<file path="config.mk">
export PLATFORM = sky130hd
export DESIGN_NAME = tdm_demux_1to4
export DESIGN_NICKNAME = d
export VERILOG_FILES = /design/src/rtl/tdm_demux_pkg.sv /design/src/rtl/onehot_decoder_2to4.sv /design/src/rtl/tdm_demux_1to4.sv
export SDC_FILE = /design/constraint.sdc
export NUM_CORES = 1
export LEC_CHECK = 0
export CAP_MARGIN = 20
export CELL_PAD_IN_SITES_DETAIL_PLACEMENT = 0
export CELL_PAD_IN_SITES_GLOBAL_PLACEMENT = 2
export CORE_MARGIN = 2
export CORE_UTILIZATION = 33
export DETAILED_ROUTE_END_ITERATION = 8
export PLACE_DENSITY = 0.92
export SYNTH_ARGS = -nofsm -noshare
export SYNTH_HDL_FRONTEND = slang
export SYNTH_HIERARCHICAL = 1
export SYNTH_SLANG_ARGS = --single-unit
</file>
<file path="constraint.sdc">
create_clock -name clk -period 2.8 [get_ports clk]
set_clock_uncertainty 0.05 [all_clocks]
set_input_delay 0.56 -clock clk [delete_from_list [all_inputs] [get_ports clk]]
set_output_delay 0.56 -clock clk [all_outputs]
set_load 0.01 [all_outputs]
</file>
<file path="src/rtl/tdm_demux_pkg.sv">
// rtl/tdm_demux_pkg.sv - shared constants and FSM state type for the 1:4 TDM demultiplexer
package tdm_demux_pkg;
  localparam int NUM_CH      = 4;
  localparam int SLOT_W      = 2;
  localparam int FRAME_CNT_W = 8;

  typedef enum logic {
    IDLE = 1'b0,
    RUN  = 1'b1
  } state_e;
endpackage

</file>
<file path="src/rtl/onehot_decoder_2to4.sv">
// rtl/onehot_decoder_2to4.sv - combinational 2-to-4 one-hot decoder with enable
module onehot_decoder_2to4
  import tdm_demux_pkg::*;
(
  input  logic [SLOT_W-1:0] sel,
  input  logic              en,
  output logic [NUM_CH-1:0] onehot
);
  always_comb begin
    onehot = '0;
    if (en) onehot[sel] = 1'b1;
  end
endmodule

</file>
<file path="src/rtl/tdm_demux_1to4.sv">
// rtl/tdm_demux_1to4.sv - framed 1:4 TDM demultiplexer into four channel hold registers
// Optional frame counter output enabled by `define TDM_DEMUX_FRAME_CNT_EN.
module tdm_demux_1to4
  import tdm_demux_pkg::*;
#(
  parameter int W = 8
) (
  input  logic                   clk,
  input  logic                   rst_n,
  input  logic                   en,
  input  logic [W-1:0]           din,
  input  logic                   din_valid,
  input  logic                   frame_sync,
  output logic [NUM_CH*W-1:0]    dout,
  output logic [NUM_CH-1:0]      dout_valid,
  output logic                   frame_done,
  output logic                   sync_err,
`ifdef TDM_DEMUX_FRAME_CNT_EN
  output logic [FRAME_CNT_W-1:0] frame_cnt,
`endif
  output logic                   locked
);
  state_e              state_q, state_d;
  logic [SLOT_W-1:0]   slot_q, slot_d;
  logic [NUM_CH*W-1:0] dout_q, dout_d;
  logic [NUM_CH-1:0]   dout_valid_q;
  logic                frame_done_q, frame_done_d;
  logic                sync_err_q, sync_err_d;
  logic                locked_q;

  logic                beat;
  logic                wr_en;
  logic [SLOT_W-1:0]   wr_sel;
  logic [NUM_CH-1:0]   wr_strobe;

  assign beat = en & din_valid;

  always_comb begin
    state_d      = state_q;
    slot_d       = slot_q;
    wr_en        = 1'b0;
    wr_sel       = slot_q;
    frame_done_d = 1'b0;
    sync_err_d   = 1'b0;
    if (beat) begin
      if (frame_sync) begin
        // Any sync beat (re)starts the frame at ch0; a sync mid-frame is an error.
        wr_en      = 1'b1;
        wr_sel     = '0;
        slot_d     = SLOT_W'(1);
        state_d    = RUN;
        sync_err_d = (state_q == RUN) && (slot_q != '0);
      end else if (state_q == RUN) begin
        if (slot_q == '0) begin
          sync_err_d = 1'b1;
          state_d    = IDLE;
          slot_d     = '0;
        end else begin
          wr_en        = 1'b1;
          slot_d       = slot_q + SLOT_W'(1);
          frame_done_d = (slot_q == SLOT_W'(NUM_CH - 1));
        end
      end
    end
  end

  onehot_decoder_2to4 u_dec (
    .sel    (wr_sel),
    .en     (wr_en),
    .onehot (wr_strobe)
  );

  always_comb begin
    dout_d = dout_q;
    for (int k = 0; k < NUM_CH; k++) begin
      if (wr_strobe[k]) dout_d[k*W +: W] = din;
    end
  end

  always_ff @(posedge clk or negedge rst_n) begin
    if (!rst_n) begin
      state_q      <= IDLE;
      slot_q       <= '0;
      dout_q       <= '0;
      dout_valid_q <= '0;
      frame_done_q <= 1'b0;
      sync_err_q   <= 1'b0;
      locked_q     <= 1'b0;
    end else begin
      state_q      <= state_d;
      slot_q       <= slot_d;
      dout_q       <= dout_d;
      dout_valid_q <= wr_strobe;
      frame_done_q <= frame_done_d;
      sync_err_q   <= sync_err_d;
      locked_q     <= (state_d == RUN);
    end
  end

`ifdef TDM_DEMUX_FRAME_CNT_EN
  logic [FRAME_CNT_W-1:0] frame_cnt_q, frame_cnt_d;

  always_comb begin
    frame_cnt_d = frame_cnt_q;
    if (sync_err_d)        frame_cnt_d = '0;
    else if (frame_done_d) frame_cnt_d = frame_cnt_q + FRAME_CNT_W'(1);
  end

  always_ff @(posedge clk or negedge rst_n) begin
    if (!rst_n) frame_cnt_q <= '0;
    else        frame_cnt_q <= frame_cnt_d;
  end

  assign frame_cnt = frame_cnt_q;
`endif

  assign dout       = dout_q;
  assign dout_valid = dout_valid_q;
  assign frame_done = frame_done_q;
  assign sync_err   = sync_err_q;
  assign locked     = locked_q;
endmodule

</file>
==> flow_summary.json <==
{
  "grt_start_max_net_pins": 42,
  "die_h_microns": 73.9,
  "crit-reg2reg-capture": "dout[12]",
  "layout_common_cells": "clkdlybuf4s50_1, dfrtp_1, mux2_2",
  "drt_iter0_markers": 64,
  "first_global_vias": 1059,
  "reg2reg_depth": 6,
  "number_of_buffers_inserted_by_hold_repair_at_cts": 0,
  "post-cts-setup-buffer-count": 0,
  "vdd.ir_drop.worst_uv": 276,
  "worst_setup_path_end_kind": "flip-flop",
  "dr_total_vias": 1037,
  "initial_standard_cell_utilization_of_the_core": 0.342,
  "final_nets": 176,
  "postSynthNetCount": 119,
  "cts_tree": "done",
  "synthesis.area_per_instance_sq_um": 15.7,
  "pre_cts_slack_ns": 0.302,
  "critPathKind": "primary input to flip-flop",
  "syn_inst": 103,
  "crit_path_max_fanout": 9,
  "antennaDiodeCount": 0,
  "die_width_microns": 73.9,
  "place_congestion": 0.723,
  "period_needed_ns": 2.21,
  "synthesis.area_sq_um": 1610,
  "initial_antenna_violation_count": 0,
  "synth_seq_cells": 41,
  "crit_path_start_kind": "primary input",
  "setup-violations-final": 0,
  "relSlewSlack": 0.409,
  "cts_max_level": 2,
  "timing.max_cap.violations": 0,
  "core_area_sq_um": 4720,
  "max_slew.worst_pin.slew_ns": 0.886,
  "port-buffer-count": 51,
  "final_max_slew_viol_count": 0,
  "power_density_nw_per_um2": 1030,
  "critical_path.startpoint": "en",
  "report.final.hold_viol_count": 0,
  "min_period_over_period": 0.788,
  "post_cts_sizing": 0,
  "grt.total_usage": 0.126,
  "post-dp-hpwl_mm": 2.36,
  "detailed_route_vias_per_instance": 4.55,
  "insertion_delay_ns": 0.28,
  "max_freq_mhz": 453,
  "detail_route.wirelength_mm": 3.22,
  "drtPass1Iterations": 2,
  "finalWorstSetupSlack_ns": 0.595,
  "synth_unique_cells": 18,
  "total_die_area_sq_um": 5470,
  "synth-warning-count": 6,
  "clock_sink_count": 41,
  "area.growth.synth_to_final_pct": 41.6,
  "leading_cell_type_in_the_layout_fill_and_taps_excluded": "clkdlybuf4s50_1",
  "cts_made_buffers": 5,
  "cp.arrival_ns": 2.33,
  "run_status": "completed",
  "static-leakage-power_uw": 0.000994,
  "rows": 25,
  "setup_total_negative_slack_ns": 0,
  "critPathRequiredTime_ns": 2.92,
  "grt_setup_unrepaired": "false",
  "layout-drive-gt1-share": 0.280,
  "drcViolationCount": 0,
  "routed_wire_length_per_instance_microns": 14.1,
  "post_dp_cell_area_sq_um": 2210,
  "r2r_setup_slack_ns": 0.64,
  "filler_cell_count": 405,
  "regToRegStartpoint": "slot_q[0]",
  "globalRoute.totalOverflow": 0,
  "ios": 52,
  "cts-root-buf": "clkbuf_8",
  "ys_seq_area_frac": 0.636,
  "place.detailed.instances": 220,
  "clock_transition_at_the_registers_of_the_reported_paths_ns": 0.07,
  "detail-route-antenna-nets": 0,
  "grt_pass1_wl_mm": 5.10,
  "finalNonFillerCells": 228,
  "finish.instance_area_sq_um": 2290,
  "hp-class": "primary input to async pin",
  "clock_tree.buffer_depth": 2
}
==> where the power goes <==
group / switching [uW] / internal, uW / leakage (uW)
combinational: 356 / 647 / 0.000446
sequential: 139 / 846 / 0.000508
clock: 179 / 177 / 0.0000395
total: 674 / 1670 / 0.000994
==> sequential cells by signal, indices dropped and copies added (netlist names) <==
name / count
dout: 32
dout_valid: 4
frame_done: 1
locked: 1
slot_q: 2
sync_err: 1
==> area by class of cell <==
class                      instances  area, sq um  area share
sequential                        41         1030       0.449
clock buffer                       8         80.1      0.0350
inverter                           4         15.0     0.00657
timing repair buffer              54          528       0.231
tap                               67         83.8      0.0367
multi-input combinational         54          553       0.242
==> worst max path at each step <==
stage / slack (ns) / end / cells past startpoint
2_1_floorplan: 0.92 / dout[0] / 7
3_3_place_gp: 0.36 / dout[12] / 5
3_5_place_dp: 0.30 / dout[8] / 5
4_1_cts: 0.60 / dout[12] / 5
5_1_grt: 0.47 / dout[12] / 6
6_report: 0.59 / dout[12] / 5
==> logic make-up after synthesis <==
family                     synth area share
AOI/OAI and AO/OA                    0.0295
xor gates and xnor gates            0.00543
adders and majority gates            0.0233
buffers and inverters                0.0217
DFF                                   0.636
muxes                                 0.223
and+or+nand+nor                      0.0612
==> cells in the mapped netlist <==
| library cell | count | area [sq um] |
|---|---|---|
| a21oi_1 | 1 | 5.00 |
| a2bb2oi_2 | 1 | 15.0 |
| and2_1 | 3 | 18.8 |
| and3_2 | 1 | 7.51 |
| and3b_1 | 2 | 17.5 |
| and4b_1 | 1 | 10.0 |
| buf_2 | 4 | 20.0 |
| dfrtp_1 | 41 | 1030 |
| ha_1 | 3 | 37.5 |
| inv_1 | 4 | 15.0 |
| mux2_2 | 32 | 360 |
| nand2_1 | 1 | 3.75 |
| nand2b_1 | 1 | 6.26 |
| nand3_1 | 2 | 10.0 |
| nor3b_2 | 2 | 25.0 |
| o211a_1 | 1 | 10.0 |
| o2bb2ai_1 | 2 | 17.5 |
| xnor2_1 | 1 | 8.76 |
==> worst max-delay path, stage by stage <==
cell             delay (ns)
clkdlybuf4s50_1        0.55
nand2_1                0.12
a21oi_1                0.22
and3b_1                0.49
mux2_2                 0.39
==> per-layer routing <==
metal / routed length (microns) / up-vias / GRT usage
met5: 0 / - / 0
met4: 44 / 0 / 0.0485
met3: 260 / 5 / 0.0515
met2: 1600 / 35 / 0.204
met1: 1320 / 520 / 0.152
li1: - / 477 / -
==> stage by stage <==
| stage | hold WS, ns | power, uW | utilization |
|---|---|---|---|
| floorplan | 0.214 | 1410 | - |
| global placement | 0.441 | 1980 | 0.467 |
| detailed placement | 0.445 | 2020 | 0.467 |
| CTS | 0.368 | 2390 | 0.484 |
| global route | 0.423 | 2500 | 0.484 |
| finish | 0.345 | 2340 | 0.484 |
No activity file was read; power rests on OpenSTA's default activity.
